==> src/rtl/pc_gen.sv <==
// Registered program counter: issues the PC to the IFU, resolves the next PC on commit,
// counts retired instructions. Define PCGEN_MISALIGN_TRAP_EN to trap misaligned targets.
module pc_gen #(
  parameter int unsigned      XLEN     = 32,
  parameter logic [XLEN-1:0]  RESET_PC = XLEN'(32'h8000_0000),
  parameter int unsigned      INST_B   = 4,
  parameter int unsigned      CNT_W    = 32
) (
  input  logic             clk,
  input  logic             rst,
  output logic             fetch_valid,
  input  logic             fetch_ready,
  output logic [XLEN-1:0]  fetch_pc,
  input  logic             commit_valid,
  output logic             commit_ready,
  input  logic             is_ecall,
  input  logic             is_mret,
  input  logic             jump_flag,
  input  logic             branch_flag,
  input  logic             halt,
  input  logic [XLEN-1:0]  exu_res,
  input  logic [XLEN-1:0]  branch_pc,
  input  logic [XLEN-1:0]  mtvec,
  input  logic [XLEN-1:0]  mepc,
  output logic [XLEN-1:0]  dnpc,
  output logic             halted,
  output logic [CNT_W-1:0] retired_cnt,
  output logic             misalign_trap
);

  typedef enum logic [1:0] {ST_FETCH, ST_WAIT, ST_HALT} state_e;

  state_e           state_q, state_d;
  logic [XLEN-1:0]  pc_q, pc_d;
  logic [XLEN-1:0]  dnpc_q, dnpc_d;
  logic [CNT_W-1:0] cnt_q, cnt_d;
  logic             trap_q, trap_d;
  logic             fetch_valid_q, commit_ready_q, halted_q;
  logic [XLEN-1:0]  target;
  logic             target_trap;

  // Next-PC resolution by priority: ecall > mret > jump > branch > sequential
  always_comb begin
    target      = pc_q + XLEN'(INST_B);
    target_trap = 1'b0;
    if (is_ecall)         target = mtvec & ~XLEN'(3);
    else if (is_mret)     target = mepc;
    else if (jump_flag)   target = exu_res & ~XLEN'(1);
    else if (branch_flag) target = branch_pc;
`ifdef PCGEN_MISALIGN_TRAP_EN
    if (!is_ecall && (is_mret || jump_flag || branch_flag) && (target[1:0] != 2'b00)) begin
      target      = mtvec & ~XLEN'(3);
      target_trap = 1'b1;
    end
`else
    target_trap = 1'b0;
`endif
  end

  // Next-state and register updates
  always_comb begin
    state_d = state_q;
    pc_d    = pc_q;
    dnpc_d  = dnpc_q;
    cnt_d   = cnt_q;
    trap_d  = 1'b0;
    case (state_q)
      ST_FETCH: if (fetch_ready) state_d = ST_WAIT;
      ST_WAIT: begin
        if (commit_valid) begin
          cnt_d = cnt_q + CNT_W'(1);
          if (halt) begin
            state_d = ST_HALT;
          end else begin
            pc_d    = target;
            dnpc_d  = target;
            trap_d  = target_trap;
            state_d = ST_FETCH;
          end
        end
      end
      ST_HALT: state_d = ST_HALT;
      default: state_d = ST_FETCH;
    endcase
  end

  always_ff @(posedge clk or posedge rst) begin
    if (rst) begin
      state_q        <= ST_FETCH;
      pc_q           <= RESET_PC;
      dnpc_q         <= RESET_PC;
      cnt_q          <= '0;
      trap_q         <= 1'b0;
      fetch_valid_q  <= 1'b1;
      commit_ready_q <= 1'b0;
      halted_q       <= 1'b0;
    end else begin
      state_q        <= state_d;
      pc_q           <= pc_d;
      dnpc_q         <= dnpc_d;
      cnt_q          <= cnt_d;
      trap_q         <= trap_d;
      fetch_valid_q  <= (state_d == ST_FETCH);
      commit_ready_q <= (state_d == ST_WAIT);
      halted_q       <= (state_d == ST_HALT);
    end
  end

  assign fetch_valid   = fetch_valid_q;
  assign commit_ready  = commit_ready_q;
  assign halted        = halted_q;
  assign fetch_pc      = pc_q;
  assign dnpc          = dnpc_q;
  assign retired_cnt   = cnt_q;
  assign misalign_trap = trap_q;

endmodule
==> config.mk <==
export PLATFORM = sky130hd
export DESIGN_NAME = pc_gen
export DESIGN_NICKNAME = d
export VERILOG_FILES = /design/src/rtl/pc_gen.sv
export SDC_FILE = /design/constraint.sdc
export NUM_CORES = 1
export LEC_CHECK = 0
export CELL_PAD_IN_SITES_DETAIL_PLACEMENT = 0
export CELL_PAD_IN_SITES_GLOBAL_PLACEMENT = 1
export CORE_AREA = 2 2 127 129
export DETAILED_ROUTE_END_ITERATION = 10
export DIE_AREA = 0 0 129 131
export MAX_ROUTING_LAYER = met4
export PLACE_DENSITY = 0.81
export SYNTH_ARGS = -nofsm -noshare
export SYNTH_HDL_FRONTEND = slang
export SYNTH_SLANG_ARGS = --single-unit
export TNS_END_PERCENT = 30
==> constraint.sdc <==
create_clock -name clk -period 5.01 [get_ports clk]
set_input_delay 1.503 -clock clk [delete_from_list [all_inputs] [get_ports clk]]
set_output_delay 1.503 -clock clk [all_outputs]
set_load 0.005 [all_outputs]
==> qor.yml <==
setup_viol: 0
syn_avg_cell_area_um2: 8.86
post_synth_num_cell_types: 69
postCtsHoldBufs: 0
num_vias: 4942
rsz0062_at_grt: "no"
grt_pass1_vias: 4968
ys_seq_elements: 69
p_per_area_nw_per_um2: 385
postCtsResizedCells: 0
relSlewSlack_pct: 32.4
path_cells: "clkdlybuf4s50_1 -> or2_1 -> a221oi_1 -> o31a_1 -> o32ai_1"
wl_per_cell_um: 18.4
power.leakage_nw: 2.76
viasPerCell: 5.25
gp_congestion: 0.844
post_cts_buffers: 0
critPathArrivalTime_ns: 3.71
routed_wl_mm: 17.3
critical_path.max_fanout: 27
synth_cells: 537
htree_levels: 3
fillers: 1499
insertion_delay_ns: 0.33
muxShareOfSynthArea_pct: 1.10
fin_crit_ns: 3.48
layout.nets: 859
synth_compound_area_share_pct: 23.7
synth-simple-area-share_pct: 22.8
grt_max_degree: 53
finalClockSkew_ns: 0.00679
cpPeakStageDelay_ns: 0.84
ir_drop_v: 0.000174
post_layout_nonfiller_instances: 941
synthFlopType: "dfrtp_1"
mostFrequentLayoutCell: "clkdlybuf4s50_1"
synth_edf_count: 0
hold_class: "reg2reg"
grt_pass1_wl_mm: 26.7
io_buffers: 232
critical-path-slowest-cell: "or2_1"
path_class: "in2reg"
clk_pin_slew_worst_paths_ns: 0.06
dp_slack_ns: 1.16
grt_overflow: 0
ioPinCount: 237
yosysWarnings: 0
dr.pass1.iters: 5
hold_viol_final: 0
setup_tns_ns: 0
drc: 0
syn_area_um2: 4760
place_inst: 925
drt_iter0_markers: 267
status: "complete, no violations"
synth_top_family_by_area: "compound AO/OA/AOI/OAI gates"
cts_buffers: 9
cp-end-kind: "register"
finalCritPeriodShare_pct: 69.4
setup_ws_ns: 1.53
worstSetupStartpointType: "input port"
synthAdderAreaFrac_pct: 0.526
tightest_slew_ns: 1.01
fp.dieArea_um2: 16900
layout_common_cells: "232 x clkdlybuf4s50_1, 67 x dfrtp_1, 45 x nand2_1, 38 x nor2_1, 33 x o21ai_0"
ys_async_sr_fraction_pct: 100
initial_core_util_pct: 30.5
cts.path.max_buffers: 2
cts_root_buffer: "clkbuf_16"
max_cap_violations: 0
ant_nets: 0
syn_nets: 676
rows: 46
crit_required_ns: 5.24
core-area_um2: 15600
numClockSinks: 69
hpwl_mm: 13.3
yosysSeqAreaShare_pct: 36.4
chipWidth_um: 129
drive_above_1_share_pct: 6.92
dieHeight_um: 131
slew_violations: 0
clock.fmax_mhz: 288
grt.total_usage_pct: 21.2
synth-xor-area-share_pct: 5.71
cts_tree: "yes"
antenna_found_initial: 2
area_growth_pct: 53.2
[metal layers]
metal	up-vias	wire length (um)	track usage, %
li1	2382	-	-
met4	0	214	6.01
met1	2348	7250	25.2
met3	13	1220	5.25
met5	-	0	-
met2	199	8610	35.9
[final cells by class]
| cell class | count | area, um^2 | share of cell area (%) |
|---|---|---|---|
| Multi-Input combinational cell | 391 | 2580 | 35.5 |
| Timing Repair Buffer | 240 | 2380 | 32.7 |
| Sequential cell | 69 | 1730 | 23.7 |
| Tap cell | 216 | 270 | 3.71 |
| Clock buffer | 12 | 246 | 3.38 |
| Clock inverter | 2 | 35.0 | 0.481 |
| Inverter | 9 | 33.8 | 0.464 |
| Antenna cell | 2 | 5.00 | 0.0687 |
[sequential cells by signal (all words and copies together) (netlist names)]
signal and flops:
dnpc 32, commit_ready 1, fetch_valid 1, halted 1
state_q 2, retired_cnt 32
[cell families after synthesis]
kind of cell	Yosys count
adder cells (fa/ha/maj)	2
AO/OA/AOI/OAI	162
flip-flops	69
buffers and inverters	77
XOR/XNOR	31
AND/OR/NAND/NOR	190
other	1
multiplexers	5
[per-stage QoR]
step / area (um^2) / hold slack (ns) / power, mW / util (%)
floorplan: 4760 / 0.468 / 1.53 / -
global route: 7280 / 0.520 / 2.99 / 46.7
detailed placement: 7000 / 0.482 / 2.19 / 44.9
finish: 7280 / 0.488 / 2.81 / 46.7
global placement: 7000 / 0.462 / 2.17 / 44.9
CTS: 7280 / 0.489 / 2.83 / 46.7
[cell usage after synthesis, drive strengths merged (2+ instances only)]
cell	n	area share, %
dfrtp	67	35
nand2	46	3.7
buf	43	6.8
o21ai	40	4.2
nor2	38	3.0
clkbuf	25	2.2
o22ai	25	3.3
nor3	24	2.9
xnor2	23	4.2
nand3	22	2.7
nand4	22	3.7
o31ai	22	3.5
a221oi	17	3.1
a21oi	11	1.2
a221o	9	1.9
inv	9	0.71
xor2	8	1.5
a211oi	7	1.1
and3	7	0.95
nor4	7	1.6
o31a	6	1.1
a311oi	5	0.92
or4	5	0.87
or2	4	0.53
a22oi	3	0.47
a31oi	3	0.39
mux2i	3	0.63
nor2b	3	0.39
a31o	2	0.37
and3b	2	0.37
and4	2	0.37
dfstp	2	1.1
ha	2	0.53
mux2	2	0.47
nand2b	2	0.42
nor4b	2	0.63
o211ai	2	0.32
o21a	2	0.32
o221ai	2	0.37
[power by group]
group	switching [mW]	internal, mW	total [mW]
logic	0.407	0.715	1.12
clock network	0.238	0.393	0.631
registers	0.333	0.720	1.05
[worst max-delay path: cells and delay by family]
family	cells	cell delay, ns
simple gates	1	0.84
buf+inv	1	0.73
compound gates	3	0.61
[path summary, 6_finish.rpt]
check                                      from               to  slack (ns)  depth (start not counted)
worst max-delay path                    is_mret         dnpc[22]        1.53                          5
worst min-delay path            retired_cnt[31]  retired_cnt[31]        0.49                          1
min in group asynchronous                   rst  retired_cnt[21]        1.66                          2
max in group asynchronous                   rst         dnpc[31]        2.54                          3
worst max register to register          dnpc[3]         dnpc[22]        2.70                          6
worst min register to register  retired_cnt[31]  retired_cnt[31]        0.49                          1
Power figures use the tool's default switching activity.
